[config.mk]
export PLATFORM = sky130hd
export DESIGN_NAME = ir_move_scheduler
export DESIGN_NICKNAME = d
export VERILOG_FILES = /design/src/rtl/ir_pkg.sv /design/src/rtl/ir_dir_fifo.sv /design/src/rtl/ir_move_scheduler.sv
export SDC_FILE = /design/constraint.sdc
export NUM_CORES = 1
export LEC_CHECK = 0
export CAP_MARGIN = 0
export CORE_ASPECT_RATIO = 1.2
export CORE_MARGIN = 5
export CORE_UTILIZATION = 35
export CTS_BUF_LIST = sky130_fd_sc_hd__clkbuf_4
export DETAILED_ROUTE_END_ITERATION = 7
export SLEW_MARGIN = 20
export SYNTH_ARGS = -nofsm -noshare
export SYNTH_HDL_FRONTEND = slang
export SYNTH_SLANG_ARGS = --single-unit
[constraint.sdc]
create_clock -name Clock -period 3.1 [get_ports Clock]
set_clock_uncertainty 0.1 [all_clocks]
set_input_delay 0.62 -clock Clock [delete_from_list [all_inputs] [get_ports Clock]]
set_output_delay 0.62 -clock Clock [all_outputs]
set_load 0.01 [all_outputs]
[src/rtl/ir_pkg.sv]
// Shared types and default constants for the IR move scheduler.
package ir_pkg;

    typedef enum logic [1:0] {
        DIR_UP    = 2'd0,
        DIR_DOWN  = 2'd1,
        DIR_LEFT  = 2'd2,
        DIR_RIGHT = 2'd3
    } dir_t;

    typedef enum logic [1:0] {
        IDLE  = 2'd0,
        ARMED = 2'd1,
        APPLY = 2'd2
    } sched_state_t;

    localparam int DEPTH_DEF = 4;
    localparam int STEP_DEF  = 8;
    localparam int X_MAX_DEF = 639;
    localparam int Y_MAX_DEF = 479;

endpackage

[src/rtl/ir_dir_fifo.sv]
// DEPTH-entry, 2-bit-wide synchronous FIFO holding queued move directions.
// A push while full is accepted only when a pop happens in the same cycle.
module ir_dir_fifo #(
    parameter int DEPTH = 4,
    parameter int CW    = $clog2(DEPTH) + 1
) (
    input  logic          clk,
    input  logic          rst,
    input  logic          push,
    input  logic          pop,
    input  logic [1:0]    din,
    output logic [1:0]    dout,
    output logic          full,
    output logic          empty,
    output logic [CW-1:0] count
);
    localparam int AW = $clog2(DEPTH);

    logic [1:0]    mem_q [DEPTH];
    logic [AW-1:0] wr_ptr_q;
    logic [AW-1:0] rd_ptr_q;
    logic [CW-1:0] count_q;
    logic          do_push;
    logic          do_pop;

    assign full    = (count_q == CW'(DEPTH));
    assign empty   = (count_q == '0);
    assign do_pop  = pop & ~empty;
    assign do_push = push & (~full | do_pop);
    assign dout    = mem_q[rd_ptr_q];
    assign count   = count_q;

    // NOTE: storage is not reset; entries are only read behind a valid count, so
    // leaving it out keeps the array a plain RAM.
    always_ff @(posedge clk) begin
        if (do_push) begin
            mem_q[wr_ptr_q] <= din;
        end
    end

    // NOTE: sequential state always uses non-blocking assignment so every register
    // samples pre-edge values regardless of statement order.
    always_ff @(posedge clk or posedge rst) begin
        if (rst) begin
            wr_ptr_q <= '0;
            rd_ptr_q <= '0;
            count_q  <= '0;
        end else begin
            if (do_push) wr_ptr_q <= wr_ptr_q + 1'b1;
            if (do_pop)  rd_ptr_q <= rd_ptr_q + 1'b1;
            case ({do_push, do_pop})
                2'b10:   count_q <= count_q + 1'b1;
                2'b01:   count_q <= count_q - 1'b1;
                default: ;
            endcase
        end
    end

endmodule

[src/rtl/ir_move_scheduler.sv]
// Queues IR direction strobes and applies at most one saturating position move
// per video frame, so the drawing logic only sees changes aligned to vblank.
module ir_move_scheduler
    import ir_pkg::*;
#(
    parameter int DEPTH = DEPTH_DEF,
    parameter int STEP  = STEP_DEF,
    parameter int X_MAX = X_MAX_DEF,
    parameter int Y_MAX = Y_MAX_DEF,
    parameter int X_W   = 10,
    parameter int Y_W   = 9
) (
    input  logic                     Clock,
    input  logic                     Reset,
    input  logic                     Readable,
    input  logic                     Up,
    input  logic                     Down,
    input  logic                     Left,
    input  logic                     Right,
    input  logic                     Frame_Tick,
    output logic [X_W-1:0]           Pos_X,
    output logic [Y_W-1:0]           Pos_Y,
    output logic                     Move_Valid,
    output logic                     Overflow,
    output logic [$clog2(DEPTH):0]   Queue_Count
);
    localparam int CW = $clog2(DEPTH) + 1;
    localparam logic [X_W:0] XS = (X_W + 1)'(STEP);
    localparam logic [X_W:0] XM = (X_W + 1)'(X_MAX);
    localparam logic [Y_W:0] YS = (Y_W + 1)'(STEP);
    localparam logic [Y_W:0] YM = (Y_W + 1)'(Y_MAX);

    sched_state_t   state_q, state_d;
    dir_t           cap_dir, head_dir;
    logic           cap_valid, fifo_push, fifo_pop, fifo_full, fifo_empty, apply_move;
    logic [1:0]     fifo_dout;
    logic [CW-1:0]  fifo_count;
    logic [X_W-1:0] pos_x_q, pos_x_d;
    logic [Y_W-1:0] pos_y_q, pos_y_d;
    logic [X_W:0]   x_ext;
    logic [Y_W:0]   y_ext;
    logic           move_valid_q, overflow_q;

    // Fixed priority Up > Down > Left > Right.
    always_comb begin
        cap_dir = DIR_RIGHT;
        if (Up)        cap_dir = DIR_UP;
        else if (Down) cap_dir = DIR_DOWN;
        else if (Left) cap_dir = DIR_LEFT;
    end

    assign cap_valid  = Readable & (Up | Down | Left | Right);
    assign fifo_push  = cap_valid & (~fifo_full | fifo_pop);
    assign head_dir   = dir_t'(fifo_dout);
    assign apply_move = fifo_pop & ~fifo_empty;

    ir_dir_fifo #(.DEPTH(DEPTH), .CW(CW)) u_fifo (
        .clk   (Clock),
        .rst   (Reset),
        .push  (fifo_push),
        .pop   (fifo_pop),
        .din   (cap_dir),
        .dout  (fifo_dout),
        .full  (fifo_full),
        .empty (fifo_empty),
        .count (fifo_count)
    );

    always_ff @(posedge Clock or posedge Reset) begin
        if (Reset) state_q <= IDLE;
        else       state_q <= state_d;
    end

    // NOTE: every signal written here gets a default first so no path leaves it
    // unassigned, which would otherwise infer a latch.
    always_comb begin
        state_d = state_q;
        case (state_q)
            IDLE:    if (fifo_push)  state_d = ARMED;
            ARMED:   if (Frame_Tick) state_d = APPLY;
            APPLY:   state_d = (fifo_push || fifo_count > CW'(1)) ? ARMED : IDLE;
            default: state_d = IDLE;
        endcase
    end

    always_comb begin
        fifo_pop = 1'b0;
        case (state_q)
            APPLY:   fifo_pop = 1'b1;
            default: fifo_pop = 1'b0;
        endcase
    end

    // Widen by one bit so the clamp comparisons cannot wrap.
    always_comb begin
        pos_x_d = pos_x_q;
        pos_y_d = pos_y_q;
        x_ext   = {1'b0, pos_x_q};
        y_ext   = {1'b0, pos_y_q};
        if (apply_move) begin
            case (head_dir)
                DIR_UP:    pos_y_d = (y_ext < YS) ? '0 : Y_W'(y_ext - YS);
                DIR_DOWN:  pos_y_d = (y_ext + YS > YM) ? Y_W'(Y_MAX) : Y_W'(y_ext + YS);
                DIR_LEFT:  pos_x_d = (x_ext < XS) ? '0 : X_W'(x_ext - XS);
                DIR_RIGHT: pos_x_d = (x_ext + XS > XM) ? X_W'(X_MAX) : X_W'(x_ext + XS);
                default:   ;
            endcase
        end
    end

    always_ff @(posedge Clock or posedge Reset) begin
        if (Reset) begin
            pos_x_q      <= X_W'(X_MAX / 2);
            pos_y_q      <= Y_W'(Y_MAX / 2);
            move_valid_q <= 1'b0;
            overflow_q   <= 1'b0;
        end else begin
            pos_x_q      <= pos_x_d;
            pos_y_q      <= pos_y_d;
            move_valid_q <= apply_move;
            overflow_q   <= cap_valid & fifo_full & ~fifo_pop;
        end
    end

    assign Pos_X       = pos_x_q;
    assign Pos_Y       = pos_y_q;
    assign Move_Valid  = move_valid_q;
    assign Overflow    = overflow_q;
    assign Queue_Count = fifo_count;

endmodule

==> metrics.md, run 1 <==
| Metric | Value |
|---|---|
| Status | `completed` |
| Slew headroom | `63.26%` |
| Seq/Total Area, Yosys | `38.69%` |
| Hold worst-path end | `u_fifo.count[0]` |
| Ant diodes | `0` |
| FP Rows | `32` |
| Asr flop ratio synth | `76.47%` |
| CTS Hold Bufs | `0` |
| Global-route wire length before repair | `9080 um` |
| Worst-path cell chain | `ha_1, and3_1, a31oi_1, a211oi_1, o21ai_1, o2111a_1, a21oi_1` |
| Placed cell areas | `0.002666 mm2` |
| Power Density | `921.7 mW/mm2` |
| Worst-Margin Slew | `548.6 ps` |
| Final min period | `2595 ps` |
| DRT iter0 DRCs | `175` |
| Vias per Instance | `5.405` |
| Core Util, Final | `42.20%` |
| Die X | `84.56 um` |
| Setup WS post-layout | `505.4 ps` |
| Worst reg2reg path depth | `7` |
| Area Growth Syn to Fin | `16.51%` |
| FF/Latch Area | `903.4 um2` |
| Reg2Reg Capture Point | `Pos_X[4]` |
| Largest net degree at the start of global routing | `27` |
| Buffers on Ports | `31` |
| Critical Path Fanout Max | `12` |
| Peak VDD IR | `0.4382 mV` |
| Synthesized area | `0.002335 mm2` |
| Final Hold Fails | `0` |
| Nets | `305` |
| Post-Syn Instances | `264` |
| Hold Path Class | `reg2reg` |
| Worst hold stages | `1` |
| CP max-delay cell | `dfstp_2` |
| Fmax achieved | `385.4 MHz` |
| Yosys Warn Count | `0` |
| Antenna violations before repair | `0` |
| DRC violations left | `0` |
| Origin of the critical flop-to-flop path | `Pos_X[4]` |
| Worst path bufs/invs | `0` |
| Fin crit share | `83.70%` |
| GRT Overall Usage | `12.83%` |
| Layout cells sized above 1 | `9.474%` |
| Cell area after layout | `0.002720 mm2` |
| Pre-CTS WS | `378.4 ps` |
| Postcts setup bufs | `0` |
| GPL Wtd Cong | `0.8631` |
| CP peak stage delay | `670 ps` |
| Clock tree sinks | `34` |
| Grt ovf | `0` |
| Setup crit start kind | `flop` |
| Vias in the first global route | `1967` |
| Final setup fails | `0` |
| Hold_sp | `u_fifo.count[0]` |
| Setup tns final | `0 ps` |
| Hold WS | `454.8 ps` |
| Worst R2R Setup Slack | `510 ps` |
| IO Count | `32` |
| Yosys reg bits | `34` |
| Avg WL per Cell | `14.19 um` |
| MaxCap Viol Count | `0` |
| Arr. time, crit path | `2770 ps` |
| Fillers | `629` |
| CTS tree | `yes` |
| Vias | `2000` |
| Predominant post-synthesis flop cell | `dfrtp_1` |
| Worst-path clk slew | `110 ps` |
| Post-synthesis cell type count | `49` |
| CP delay by family, top | `compound AO/OA/AOI/OAI gates` |
| Routed Antenna Nets | `0` |
| CP endpoint kind | `flop` |
| Clk_lat worst skew | `330 ps` |
| Die Y | `99.47 um` |
| WL final | `5249 um` |
| CTS resizes | `0` |
| Max-slew violation count | `0` |
| CTS Buf Count | `5` |
| Initial Util | `36.22%` |
| Multi-input gate area | `0.001264 mm2` |
| Die area | `0.008411 mm2` |
| Core Box Area | `0.006446 mm2` |
| Placed wire-length estimate | `3770 um` |
| Max clock buf depth | `2` |
| Syn nets | `285` |
| RSZ-0062 raised after global routing | `false` |
| Number of flops mapped to enable cells by yosys | `8` |
| Mapped Avg Cell Area | `8.844 um2` |
| Critical path class | `reg2reg` |
| Detailed Routing Iterations Pass 1 | `5` |
| Critical Path RT | `3270 ps` |
| Leak | `1.045 nW` |
| Crit path from | `Pos_X[4]` |
| CTS H-tree depth | `2` |
| Clock root cell | `clkbuf_4` |
-- logic make-up (layout without fill, tap and decap cells) --
logic type | Yosys count | in the layout | share of synthesized area, %
simple gates | 89 | 89 | 20.26
flops | 34 | 34 | 38.69
fa+ha+maj | 13 | 13 | 6.967
mux | 4 | 4 | 2.787
compound gates | 78 | 78 | 20.74
xor+xnor | 9 | 9 | 3.376
buf+inv | 37 | 58 | 7.181
-- state kept, by name, indices dropped and copies added (netlist names) --
signal	count
Pos_X	8
u_fifo.mem_q	8
Pos_Y	7
u_fifo.count	3
state_q	2
u_fifo.rd_ptr_q	2
u_fifo.wr_ptr_q	2
Move_Valid	1
Overflow	1
-- per-stage QoR --
| step | power [mW] | cells |
|---|---|---|
| after global routing | 2.745 | 370 |
| after detailed placement | 2.269 | 362 |
| after global placement | 2.252 | 362 |
| after floorplan | 1.824 | 264 |
| after CTS | 2.526 | 370 |
| final | 2.507 | 370 |
-- final cells by class --
type / count / share of cell area [%]
multi-input combinational: 193 / 46.46
inverter: 16 / 2.208
timing repair buffer: 34 / 12.24
tap: 85 / 3.910
clock inverter: 2 / 0.3220
sequential: 34 / 33.21
clock buffer: 6 / 1.656
-- Yosys cell counts, drive strengths merged (3+ instances only) --
master	instances	area, um2
a21o	3	22.52
ha	13	162.7
nand4	4	25.02
a31oi	8	50.05
buf	10	66.31
nor2b	3	18.77
and2	7	43.80
nand3	9	45.04
a21boi	5	37.54
nor3	8	40.04
and3b	3	26.28
o21ai	27	135.1
o31ai	6	45.04
clkbuf	11	41.29
dfstp	10	262.8
xnor2	8	70.07
edfxtp	8	240.2
a21oi	16	80.08
dfrtp	16	400.4
o211ai	3	22.52
nand2	25	101.4
or4	3	30.03
nor2	15	56.30
inv	16	60.06
nand2b	4	25.02
-- per-layer routing --
| layer | vias to the layer above | share of wire (%) | global-route usage, % |
|---|---|---|---|
| met4 | 0 | 1.2 | 4.872 |
| met5 | - | 0 | 0 |
| met3 | 8 | 5.1 | 3.148 |
| met2 | 58 | 49 | 21.82 |
| met1 | 947 | 44 | 15.62 |
| li1 | 987 | - | - |
-- power breakdown --
| group | switching, mW | internal [mW] | leakage (nW) |
|---|---|---|---|
| clock | 0.155 | 0.0941 | 0.0331 |
| combinational | 0.665 | 0.607 | 0.633 |
| sequential | 0.319 | 0.667 | 0.378 |
| total | 1.14 | 1.37 | 1.04 |
-- how the worst max path moves through the flow --
stage | end | slack [ps] | cells after the start
6_report | Pos_X[4] | 510 | 7
5_1_grt | Pos_X[4] | 290 | 7
4_1_cts | Pos_X[4] | 510 | 7
3_5_place_dp | u_fifo.count[2] | 380 | 8
3_3_place_gp | u_fifo.count[2] | 470 | 8
2_1_floorplan | Pos_X[7] | 990 | 7
-- cell usage in the layout, fill, tap and decap left out, types with 8 or more instances in the layout --
master and instances:
edfxtp_1 8, a31oi_1 8, clkdlybuf4s50_1 31, nor3_1 8, xnor2_1 8, dfrtp_1 16
nand2_1 24, o21ai_0 26, nor2_1 15, ha_1 13, a21oi_1 16, nand3_1 9
dfstp_2 10, inv_1 16
-- worst reg2reg max path: stages (launching register included) --
cell and delay [ps]:
dfstp_2 670, ha_1 310, and3_1 360, a31oi_1 120, a211oi_1 390, o21ai_1 260
o2111a_1 210, a21oi_1 120
No activity file was read; power rests on OpenSTA's default activity.
==> inputs of run 2 (changes only) <==
clock period = 2.6 ns   (was 3.1 ns; I/O delays follow)
==> run 2 against run 1 <==
  * Maximum frequency grew 14%
  * Highest routed layer unchanged
  * Register-to-register slack worse by 190 ps
  * Sequential cell count did not move
  * Via count shrank 0.10%
  * First-iteration DRC count fell by 15%
  * Global-route usage grew 0.34 points
==> metrics.md, run 2 (synthesis gave the netlist of run 1 again) <==
| Metric | Value |
|---|---|
| Cell area after layout | `0.002773 mm2 (+1.9%)` |
| Global-route wire length before repair | `9190 um (+1.2%)` |
| Final min period | `2283 ps (-311.6 ps)` |
| Clock tree sinks | `34 (unchanged)` |
| GRT Overall Usage | `13.17% (+0.34 points)` |
| Worst path bufs/invs | `2 (+2)` |
| Final Hold Fails | `0 (unchanged)` |
| Setup WS post-layout | `317.0 ps (-188.4 ps)` |
| Layout cells sized above 1 | `11.64% (+2.2 points)` |
| CTS H-tree depth | `2 (unchanged)` |
| Hold Path Class | `in2async` |
| GPL Wtd Cong | `0.8567 (-0.74%)` |
| FP Rows | `32 (unchanged)` |
| Detailed Routing Iterations Pass 1 | `4 (-1)` |
| Pre-CTS WS | `121.2 ps (-257.2 ps)` |
| Arr. time, crit path | `2410 ps (-360 ps)` |
| CP max-delay cell | `dfstp_2` |
| Status | `completed` |
| Most frequent cells in the layout | `clkdlybuf4s50_1 (31), o21ai_0 (26), nand2_1 (24)` |
| Fmax achieved | `438.0 MHz (+14%)` |
| Avg WL per Cell | `13.87 um (-2.2%)` |
| Placed cell areas | `0.002719 mm2 (+2.0%)` |
| Slew headroom | `70.80% (+7.5 points)` |
| Nets | `312 (+2.3%)` |
| Vias | `1998 (-0.10%)` |
| Buffers on Ports | `31 (unchanged)` |
| Final setup fails | `0 (unchanged)` |
| Critical Path RT | `2730 ps (-540 ps)` |
| Largest net degree at the start of global routing | `27 (unchanged)` |
| Critical Path Fanout Max | `11 (-1)` |
| DRT iter0 DRCs | `149 (-15%)` |
| Leak | `1.079 nW (+3.3%)` |
| Setup tns final | `0 ps (unchanged)` |
| Worst-path clk slew | `100 ps (about the same)` |
| CTS tree | `yes` |
| DRC violations left | `0 (unchanged)` |
| Setup crit start kind | `flop` |
| Clk_lat worst skew | `330 ps (about the same)` |
| CTS Hold Bufs | `0 (unchanged)` |
| Placed wire-length estimate | `3766 um (-0.11%)` |
| CP delay by family, top | `compound AO/OA/AOI/OAI gates` |
| Routed Antenna Nets | `0 (unchanged)` |
| Vias in the first global route | `1866 (-5.1%)` |
| CP peak stage delay | `540 ps (-130 ps)` |
| Max-slew violation count | `0 (unchanged)` |
| MaxCap Viol Count | `0 (unchanged)` |
| CTS resizes | `0 (unchanged)` |
| Fin crit share | `87.81% (+4.1 points)` |
| Worst-Margin Slew | `435.1 ps (-113.5 ps)` |
| IO Count | `32 (unchanged)` |
| WL final | `5229 um (-0.38%)` |
| Max clock buf depth | `2 (unchanged)` |
| CTS Buf Count | `5 (unchanged)` |
| Antenna violations before repair | `0 (unchanged)` |
| Critical path class | `reg2reg` |
| Initial Util | `36.22% (unchanged)` |
| Core Box Area | `0.006446 mm2 (unchanged)` |
| Die X | `84.56 um (unchanged)` |
| Area Growth Syn to Fin | `18.76%` |
| Postcts setup bufs | `0 (unchanged)` |
| CP endpoint kind | `flop` |
| RSZ-0062 raised after global routing | `false` |
| Clock root cell | `clkbuf_4` |
| Power Density | `1093 mW/mm2 (+19%)` |
| Die Y | `99.47 um (unchanged)` |
| Peak VDD IR | `0.4653 mV (+6.2%)` |
| Ant diodes | `0 (unchanged)` |
| Die area | `0.008411 mm2 (unchanged)` |
| Most common cell after layout, fill and taps aside | `clkdlybuf4s50_1` |
| Vias per Instance | `5.300 (-2.0%)` |
| Worst-path cell chain | `buf_4, inv_1, ha_1, nand2b_1, nand3_1, a21oi_1, o21ai_1, o2111ai_1, a22o_1` |
| Grt ovf | `0 (unchanged)` |
==> run 2: final cells by class <==
| class | count | area (um2) |
|---|---|---|
| repair buffers | 41 | 385.4 |
| clock inverters | 2 | 8.758 |
| flip-flops and latches | 34 | 903.4 |
| clock buffers | 6 | 45.04 |
| fillers | 673 | 3674 |
| multi-input cells | 193 | 1264 |
| inverters | 16 | 60.06 |
| well taps | 85 | 106.4 |
==> run 2: path summary, 6_finish.rpt <==
| path | start | end | slack, ps | depth (start not counted) |
|---|---|---|---|---|
| min in group Clock | state_q[0] | state_q[0] | 430 | 1 |
| worst min register to register | state_q[0] | state_q[0] | 430 | 1 |
| worst min-delay path | Reset | state_q[1] | 430 | 3 |
| worst max register to register | Pos_X[3] | Pos_X[6] | 320 | 9 |
| worst max-delay path | Pos_X[3] | Pos_X[6] | 320 | 9 |
| max in group asynchronous | Reset | Pos_Y[6] | 1650 | 3 |
==> run 2: tightest hold or removal path, delay by kind of cell <==
kind     cells  cell delay [ps]
buf+inv      3              760
==> run 2: stage by stage <==
| step | hold WS [ps] | power [mW] | std cells | util, % |
|---|---|---|---|---|
| 4_1_cts | 434.8 | 3.069 | 377 | 43.01 |
| 2_1_floorplan | 378.6 | 2.175 | 264 | - |
| 3_3_place_gp | 409.5 | 2.746 | 369 | 42.18 |
| 6_report | 433.9 | 3.030 | 377 | 43.01 |
| 5_1_grt | 450.6 | 3.341 | 377 | 43.01 |
| 3_5_place_dp | 412.9 | 2.770 | 369 | 42.18 |
==> run 2: where the power goes <==
| group | total (mW) | internal, mW | switching [mW] | leakage, nW |
|---|---|---|---|---|
| Sequential | 1.12 | 0.793 | 0.332 | 0.378 |
| Combinational | 1.62 | 0.779 | 0.842 | 0.667 |
| Clock | 0.284 | 0.112 | 0.172 | 0.0331 |
==> run 2: per-layer routing <==
layer | global-route usage, % | vias up | share of wire [%]
met4 | 3.289 | 0 | 0.84
met2 | 22.42 | 50 | 51
li1 | - | 999 | -
met5 | 0 | - | 0
met1 | 16.85 | 945 | 43
met3 | 3.065 | 4 | 5.1
